--- src/rtl/ym3438_bus_master.sv ---
// ym3438_bus_master
//   Turns one host register write (port, address, data) into the YM3438
//   two-phase bus cycle: an address write, an idle gap, a data write, then a
//   post-write wait. The wait is either fixed or a busy-flag poll.
//
// Build option:
//   YM3438_BUSY_POLL_EN - when defined, the post-write wait polls the busy
//   flag (bus_data_i[7]) through status reads, bounded by BUSY_WAIT cycles.
//   When undefined, the wait is a fixed BUSY_WAIT cycles and the read path
//   is inactive.
//
// Ports:
//   MCLK, IC                     clock, async active-low reset
//   req_valid/req_ready          host request handshake
//   req_port/req_addr/req_data   request fields, captured on acceptance
//   done                         one-cycle completion pulse
//   timeout                      sticky busy-poll expiry flag
//   bus_addr                     chip address pins {port, phase}
//   bus_data_o/bus_data_oe       chip write data and its drive enable
//   bus_data_i                   chip status read data
//   bus_cs_n/bus_wr_n/bus_rd_n   chip strobes, active-low
//
// state    | meaning
// ---------+--------------------------------------------------
// IDLE     | ready for a request
// A_SETUP  | address on bus, CS low, WR high
// A_STROBE | WR low for WR_PULSE cycles (address phase)
// A_HOLD   | WR high, address still held
// GAP      | CS high for ADDR_GAP cycles
// D_SETUP  | data on bus, CS low, WR high
// D_STROBE | WR low for WR_PULSE cycles (data phase)
// D_HOLD   | WR high, data still held
// BUSY     | post-write wait (fixed length, or one cycle before polling)
// P_READ   | status read, RD low for RD_PULSE cycles (poll build)
// P_REL    | strobes released between status reads (poll build)

module ym3438_bus_master #(
  parameter int WR_PULSE  = 2,
  parameter int ADDR_GAP  = 4,
  parameter int BUSY_WAIT = 32,
  parameter int RD_PULSE  = 2
) (
  input  logic       MCLK,
  input  logic       IC,
  input  logic       req_valid,
  output logic       req_ready,
  input  logic       req_port,
  input  logic [7:0] req_addr,
  input  logic [7:0] req_data,
  output logic       done,
  output logic       timeout,
  output logic [1:0] bus_addr,
  output logic [7:0] bus_data_o,
  output logic       bus_data_oe,
  input  logic [7:0] bus_data_i,
  output logic       bus_cs_n,
  output logic       bus_wr_n,
  output logic       bus_rd_n
);

  localparam logic [3:0] IDLE     = 4'd0;
  localparam logic [3:0] A_SETUP  = 4'd1;
  localparam logic [3:0] A_STROBE = 4'd2;
  localparam logic [3:0] A_HOLD   = 4'd3;
  localparam logic [3:0] GAP      = 4'd4;
  localparam logic [3:0] D_SETUP  = 4'd5;
  localparam logic [3:0] D_STROBE = 4'd6;
  localparam logic [3:0] D_HOLD   = 4'd7;
  localparam logic [3:0] BUSY     = 4'd8;
`ifdef YM3438_BUSY_POLL_EN
  localparam logic [3:0] P_READ   = 4'd9;
  localparam logic [3:0] P_REL    = 4'd10;
`endif

  localparam int TW = 16;
  localparam int CW = (BUSY_WAIT < 2) ? 1 : $clog2(BUSY_WAIT + 1);

  // Timer reload values: the phase timer is a down-counter that exits its
  // state on the cycle it reads zero, so a state lasting N cycles loads N-1.
  localparam logic [TW-1:0] WR_LD  = TW'((WR_PULSE < 1) ? 0 : WR_PULSE - 1);
  localparam logic [TW-1:0] GAP_LD = TW'((ADDR_GAP < 1) ? 0 : ADDR_GAP - 1);
  localparam logic [TW-1:0] RD_LD  = TW'((RD_PULSE < 1) ? 0 : RD_PULSE - 1);
  localparam logic [CW-1:0] BW     = CW'(BUSY_WAIT);

  logic [3:0]    state, state_d;
  logic [TW-1:0] tmr, tmr_d;
  logic [CW-1:0] busy_cnt, cnt_d, cnt_inc;
  logic          port_q;
  logic [7:0]    data_q;
  logic          fin;
  logic          accept;
  logic          wr_phase_d, strobe_d, rd_phase_d;

  assign req_ready = (state == IDLE);
  assign accept    = req_valid && req_ready;

  // Busy-wait counter saturates so a long poll can never wrap past the limit.
  assign cnt_inc = (busy_cnt == BW) ? busy_cnt : busy_cnt + 1'b1;

`ifdef YM3438_BUSY_POLL_EN
  logic tmo_set;
  logic unused_in;
  assign unused_in = ^bus_data_i[6:0];
`else
  logic unused_in;
  assign unused_in = ^{bus_data_i, RD_LD};
`endif

  always_comb begin
    state_d = state;
    tmr_d   = (tmr != '0) ? tmr - 1'b1 : tmr;
    cnt_d   = busy_cnt;
    fin     = 1'b0;
`ifdef YM3438_BUSY_POLL_EN
    tmo_set = 1'b0;
`endif
    case (state)
      IDLE: begin
        if (req_valid) begin
          state_d = A_SETUP;
          cnt_d   = '0;
        end
      end
      A_SETUP: begin
        state_d = A_STROBE;
        tmr_d   = WR_LD;
      end
      A_STROBE: if (tmr == '0) state_d = A_HOLD;
      A_HOLD: begin
        if (ADDR_GAP == 0) begin
          state_d = D_SETUP;
        end else begin
          state_d = GAP;
          tmr_d   = GAP_LD;
        end
      end
      GAP: if (tmr == '0) state_d = D_SETUP;
      D_SETUP: begin
        state_d = D_STROBE;
        tmr_d   = WR_LD;
      end
      D_STROBE: if (tmr == '0) state_d = D_HOLD;
      D_HOLD: begin
        cnt_d = '0;
        if (BUSY_WAIT == 0) begin
          state_d = IDLE;
          fin     = 1'b1;
        end else begin
          state_d = BUSY;
        end
      end
`ifdef YM3438_BUSY_POLL_EN
      BUSY: begin
        cnt_d   = cnt_inc;
        state_d = P_READ;
        tmr_d   = RD_LD;
      end
      P_READ: begin
        cnt_d = cnt_inc;
        if (tmr == '0) begin
          if (!bus_data_i[7]) begin
            state_d = IDLE;
            fin     = 1'b1;
          end else if (cnt_inc == BW) begin
            state_d = IDLE;
            fin     = 1'b1;
            tmo_set = 1'b1;
          end else begin
            state_d = P_REL;
          end
        end
      end
      P_REL: begin
        cnt_d = cnt_inc;
        if (cnt_inc == BW) begin
          state_d = IDLE;
          fin     = 1'b1;
          tmo_set = 1'b1;
        end else begin
          state_d = P_READ;
          tmr_d   = RD_LD;
        end
      end
`else
      BUSY: begin
        cnt_d = cnt_inc;
        if (cnt_inc == BW) begin
          state_d = IDLE;
          fin     = 1'b1;
        end
      end
`endif
      default: state_d = IDLE;
    endcase
  end

  // Strobes are registered from the next state so they change cleanly on the
  // clock edge and fall back to their idle level the instant IC goes low.
  assign wr_phase_d = (state_d == A_SETUP) || (state_d == A_STROBE) ||
                      (state_d == A_HOLD)  || (state_d == D_SETUP)  ||
                      (state_d == D_STROBE) || (state_d == D_HOLD);
  assign strobe_d   = (state_d == A_STROBE) || (state_d == D_STROBE);
`ifdef YM3438_BUSY_POLL_EN
  assign rd_phase_d = (state_d == P_READ);
`else
  assign rd_phase_d = 1'b0;
`endif

  always_ff @(posedge MCLK or negedge IC) begin
    if (!IC) begin
      state       <= IDLE;
      tmr         <= '0;
      busy_cnt    <= '0;
      port_q      <= 1'b0;
      data_q      <= 8'h00;
      done        <= 1'b0;
      bus_cs_n    <= 1'b1;
      bus_wr_n    <= 1'b1;
      bus_data_oe <= 1'b0;
      bus_addr    <= 2'b00;
      bus_data_o  <= 8'h00;
    end else begin
      state       <= state_d;
      tmr         <= tmr_d;
      busy_cnt    <= cnt_d;
      done        <= fin;
      bus_cs_n    <= ~(wr_phase_d | rd_phase_d);
      bus_wr_n    <= ~strobe_d;
      bus_data_oe <= wr_phase_d;
      // The address byte lives in bus_data_o from acceptance until D_SETUP,
      // so only port and data need their own capture registers.
      if (accept) begin
        port_q     <= req_port;
        data_q     <= req_data;
        bus_addr   <= {req_port, 1'b0};
        bus_data_o <= req_addr;
      end else if (state_d == D_SETUP) begin
        bus_addr   <= {port_q, 1'b1};
        bus_data_o <= data_q;
      end else if (rd_phase_d) begin
        bus_addr   <= 2'b00;
      end
    end
  end

`ifdef YM3438_BUSY_POLL_EN
  always_ff @(posedge MCLK or negedge IC) begin
    if (!IC) begin
      bus_rd_n <= 1'b1;
      timeout  <= 1'b0;
    end else begin
      bus_rd_n <= ~rd_phase_d;
      if (tmo_set) timeout <= 1'b1;
    end
  end
`else
  assign bus_rd_n = 1'b1;
  assign timeout  = 1'b0;
`endif

endmodule

--- config.mk ---
export PLATFORM = sky130hd
export DESIGN_NAME = ym3438_bus_master
export DESIGN_NICKNAME = d
export VERILOG_FILES = /design/src/rtl/ym3438_bus_master.sv
export SDC_FILE = /design/constraint.sdc
export NUM_CORES = 1
export LEC_CHECK = 0
export ABC_AREA = 1
export ABC_CLOCK_PERIOD_IN_PS = 2200
export CORE_ASPECT_RATIO = 0.8
export CORE_MARGIN = 2
export CORE_UTILIZATION = 53
export DETAILED_ROUTE_END_ITERATION = 10
export GPL_TIMING_DRIVEN = 0
export PLACE_DENSITY = 0.84
export RECOVER_POWER = 25
export SYNTH_ARGS = -nofsm -noshare
export SYNTH_HDL_FRONTEND = slang
export SYNTH_SLANG_ARGS = --single-unit
--- constraint.sdc ---
create_clock -name MCLK -period 2.2 [get_ports MCLK]
set_input_delay 0.33 -clock MCLK [delete_from_list [all_inputs] [get_ports MCLK]]
set_output_delay 0.33 -clock MCLK [all_outputs]
set_load 0.05 [all_outputs]
After elaboration in Yosys (flattened, before gate mapping)
Cells that the tools add are included.
{"block": "totals", "reg_bits": 49, "word_cells": 64, "output_inout_bits": 17, "input_bits": 28}
{"block": "op_classes", "n_addsub": 2, "muxes": 17, "reduce_logical": 15, "n_bitwise": 2, "eq_ne": 17}
{"operator": "one-hot mux 4 bit (9 select lines)", "count": 1}
{"operator": "one-hot mux 16 bit (2 select lines)", "count": 1}
{"operator": "== test 4 x 3 -> 1 bit (second input constant)", "count": 7}
{"operator": "two-way mux 4 bit", "count": 5}
{"operator": "one-hot mux 6 bit (3 select lines)", "count": 1}
{"operator": "== test 4 x 2 -> 1 bit (second input constant)", "count": 4}
{"operator": "logical NOT 16 bit", "count": 1}
{"operator": "two-way mux 16 bit", "count": 1}
{"operator": "two-way mux 8 bit", "count": 2}
{"operator": "nonzero test 16 bit", "count": 1}
{"operator": "subtractor 16 x 1 -> 16 bit (second input constant)", "count": 1}
{"operator": "== test 6 bit (second input constant)", "count": 2}
{"operator": "two-way mux 6 bit", "count": 2}
{"operator": "== test 4 x 1 -> 1 bit (second input constant)", "count": 2}
{"operator": "adder 6 x 1 -> 6 bit (second input constant)", "count": 1}
{"operator": "logical OR 1 bit", "count": 6}
{"operator": "nonzero test 3 bit", "count": 2}
{"operator": "== test 4 bit (second input constant)", "count": 1}
{"operator": "logical NOT 4 bit", "count": 1}
{"operator": "two-way mux 2 bit", "count": 2}
{"operator": "two-way mux 1 bit", "count": 2}
{"operator": "!= test 2 bit (second input constant)", "count": 1}
{"operator": "NOT 1 bit", "count": 2}
{"operator": "AND reduction 2 bit", "count": 1}
{"operator": "3 further kinds", "count": 3}

Depth between registers and ports, before layout
Gate-level depths: netlist (run 1).
{"block": "depth", "word_depth": 12, "ltp_mapped": 10, "depth_no_buf": 10}

Worst setup path before layout (run 1)
Ideal clock, no wire load.
{"block": "synth_path", "path_type": "reg-to-reg", "start": "register tmr[0]", "end": "register tmr[13]", "setup_ns": 0.122, "period_less_slack_ns": 1.580, "stages_incl_launch_ff": 9, "path_buffers": 1, "arrival_time_ns": 1.458, "slack_ns": 0.620, "required_ns": 2.078, "path_cell_list": "dfrtp_1 inv_1 ha_1 nand2_4 nor2_4 nand2_2 nor3_4 buf_8 nor3_2"}
{"block": "synth_between", "elab_chain_len": 3, "word_cells_on_any_way": 5, "classes_between": "add/sub: 1; mux: 2; reduce/logical: 2"}
{"item": "start, declared", "line": "86", "text": "logic [TW-1:0] tmr, tmr_d;"}
{"item": "start signal, assigned", "line": "224", "text": "tmr <= tmr_d;"}
{"item": "subtractor 16 x 1 -> 16 bit", "line": "111", "text": "tmr_d = (tmr != '0) ? tmr - 1'b1 : tmr;"}
{"item": "two-way mux 16 bit", "line": "111"}
{"item": "one-hot mux 16 bit (2 select lines)", "line": "117", "text": "case (state)"}
Several ways; a longest one is shown, not always the timed one. The select of a mux whose other input is x is not followed.
A chain may end at the register's enable or synchronous reset.

Worst setup path in the final report (run 1)
{"block": "layout_path", "start": "register state[0]", "end": "output req_ready"}
{"block": "layout_between", "elab_chain_len": 1}
{"item": "start, declared", "line": "85", "text": "logic [3:0] state, state_d;"}
{"item": "start signal, assigned", "line": "223", "text": "state <= state_d;"}
{"item": "logical NOT 4 bit", "line": "94", "text": "assign req_ready = (state == IDLE);"}
{"item": "end, declared", "line": "46", "text": "output logic req_ready,"}
Every way passes these cells.

==> reports/metrics.cfg, run 1 <==
[logic_synthesis]
yosys.area.top_type=dfrtp_1
syn_inst=321
synthArstFlopShare=1.00
synth_fp_nets=352
yosys-top-cells-area=dfrtp_1 45%, nand2_1 15%, nor2_1 5.2%, nand3_1 4.4%, inv_1 3.3%
synth_area_per_cell_um2=8.07
synth_top_family_by_area=simple AND/OR/NAND/NOR gates
synth_mux_area_frac=0
synth_simple_gate_area_frac=0.372
synthAdderAreaFrac=0.0145
ys_ff_latch=49
synth_area_um2=2590
ys.flop_type=dfrtp_1
synth-seq-area-share=0.474
synth-xor-area-share=0.0304
synth_edf_count=0
synthDistinctLibCells=32
netlist.area_leader.share=0.454
yosys_warnings=0
synth-compound-area-share=0.0386

[floorplan]
io_pins=45
die_h_um=66.5
die_x_um=82.2
initial_utilization=0.557
core_um2=4650
floorplan.rows=22
dieArea_um2=5470

[placement]
portBuffers=34
dp_slack_ns=0.248
gp_congestion=0.937
hpwl_mm=4.20

[detailed_routing]
initialDrtViolationCount=150
drc=0
drt-total-wl_mm=5.60
antenna_left=0
routed-via-count=2170
wl_per_cell_um=13.2
drt-pass1-iter-count=4
vias_per_cell=5.11

[timing]
finalCritPeriodShare=0.915
setup_violations=0
finalWorstSetupSlack_ns=0.188
max_slew_margin=0.343
fin_crit_ns=2.01
skew_ns=0.00318
fmax_ghz=0.497
hold_ws_ns=0.478
worst_slew_pin_slew_ns=0.985
maxSlewViolCount=0
hold_viol_final=0
rsz0062_at_grt=no

[layout]
final_net_count=395
final_cell_mix=105 x nand2_1, 47 x dfrtp_1, 36 x nor2_1
drive_gt1_frac=0.137
diodes=0
final_common_cell=nand2_1
syn2layout_area_growth_pct=20.3
num-fill-cells=368
multi_input_area_um2=1190
seq_area_um2=1230

[pwr]
power_density_nw_per_um2=818
leakage_nw=1.56
vdd_drop_max_mv=0.485

[clock_network]
cts_buffer_depth=2
cts.clk_slew.worst_paths_ns=0.09
cts_tree=built
cts_sinks=49
cts_root_buf=clkbuf_8
clkLatencyLatePin_ns=0.31
cts.htree.levels=2
cts_buffers=5

[global_routing]
grt_max_degree=34
grt_pass1_vias=2070
grt_first_pass_wirelength_mm=9.51
grt_use_total=0.233
grt-ovfl-total=0
antenna_found_initial=0

[critical_path]
cp-start-kind=flip-flop
required_ns=1.87
critPathCaptureType=primary output
critPathArrivalTime_ns=1.68
path_max_fanout=7
worstSetupPathType=flip-flop to primary output

[status]
status=completed

[min_path]
hold_class=flip-flop to flip-flop

[run]
cap_violations=0

-- worst max-delay path, cell delays in order, from the launching register on --
cell and delay, ns:
dfrtp_1 0.45, nor2_1 0.21, nand2_1 0.11, inv_2 0.08, dlygate4sd2_1 0.53
-- per-stage QoR --
step	cell area [µm²]	setup TNS, ns	std cells	power [W]	utilization
2_1_floorplan	2590	0	321	0.00178	-
3_3_place_gp	3010	-25.37	415	0.00200	0.646
3_5_place_dp	3020	0	416	0.00204	0.650
4_1_cts	3120	0	425	0.00257	0.670
5_1_grt	3120	0	425	0.00273	0.670
6_report	3120	0	425	0.00255	0.670
-- cell usage after synthesis (3+ instances only) --
cell type and instances:
buf_2 3, o21ai_0 7, nor3_2 4, nor3_1 6
dfrtp_1 47, or2_2 4, nor2_1 36, xnor2_1 3
inv_2 4, nor2_4 6, nand3_1 23, nand2_1 105
nand4_1 6, nand2_2 5, xor2_1 6, nand3b_1 3
o22ai_1 5, nor2_2 5, inv_1 23, ha_1 3
-- sequential cells by signal, summed over array words and instances (netlist names) --
register / cells
bus_addr: 2
bus_cs_n: 1
bus_data_o: 8
bus_data_oe: 1
bus_wr_n: 1
busy_cnt: 6
data_q: 8
done: 1
port_q: 1
state: 4
tmr: 16
-- kinds of logic (layout without fill, tap and decap cells) --
family | after synthesis | in the layout
and+or+nand+nor | 206 | 206
DFF | 49 | 49
buffers and inverters | 36 | 80
AOI/OAI and AO/OA | 16 | 16
xor gates and xnor gates | 9 | 9
adders and majority gates | 3 | 3
other | 2 | 2
-- metal layers --
layer	up-vias	track usage	routed length (µm)
met2	43	0.349	2550
met5	-	0	0
met1	1019	0.333	2730
met3	6	0.0569	264
met4	0	0.0708	53
li1	1102	-	-
-- final cells by class --
cell class,count,share of cell area
Sequential cell,49,0.394
Multi-Input combinational cell,236,0.381
Timing Repair Buffer,36,0.116
Inverter,28,0.0345
Tap cell,60,0.0241
Clock buffer,6,0.0233
Buffer,8,0.0217
Clock inverter,2,0.00482
-- power by group --
group | leakage [nW] | switching [W] | total (W) | internal [W]
Combinational | 0.891 | 0.000560 | 0.000883 | 0.000324
Sequential | 0.630 | 0.000104 | 0.00114 | 0.00104
Clock | 0.0374 | 0.000302 | 0.000527 | 0.000224
Total | 1.56 | 0.000966 | 0.00255 | 0.00158
-- final timing paths --
check | from | end | slack, ns | depth (start not counted)
max | state[0] | req_ready | 0.19 | 4
min | data_q[7] | data_q[7] | 0.48 | 2
max reg2reg | tmr[0] | tmr[15] | 0.39 | 8
min reg2reg | data_q[7] | data_q[7] | 0.48 | 2
max in group asynchronous | IC | bus_wr_n | 0.74 | 3
min in group asynchronous | IC | tmr[11] | 0.69 | 2
-- timing repair --
item / in CTS / in global routing
setup buffers: 0 / 0
hold buffers: 1 / 0
setup endpoints to repair: 1 / 0
endpoints found under the hold margin: 16 / 0
gates resized for setup: 1 / 0
Note: power is estimated with default switching activity, not from simulation.
==> run 2, diff against run 1 <==
--- a/config.mk
+++ b/config.mk
@@ -12,6 +12,7 @@
 export CORE_UTILIZATION = 53
 export DETAILED_ROUTE_END_ITERATION = 10
 export GPL_TIMING_DRIVEN = 0
+export HOLD_SLACK_MARGIN = 0.15
 export PLACE_DENSITY = 0.84
 export RECOVER_POWER = 25
 export SYNTH_ARGS = -nofsm -noshare
==> results of run 2 <==
No change in the layout: final DEF, timing and power equal those of run 1.
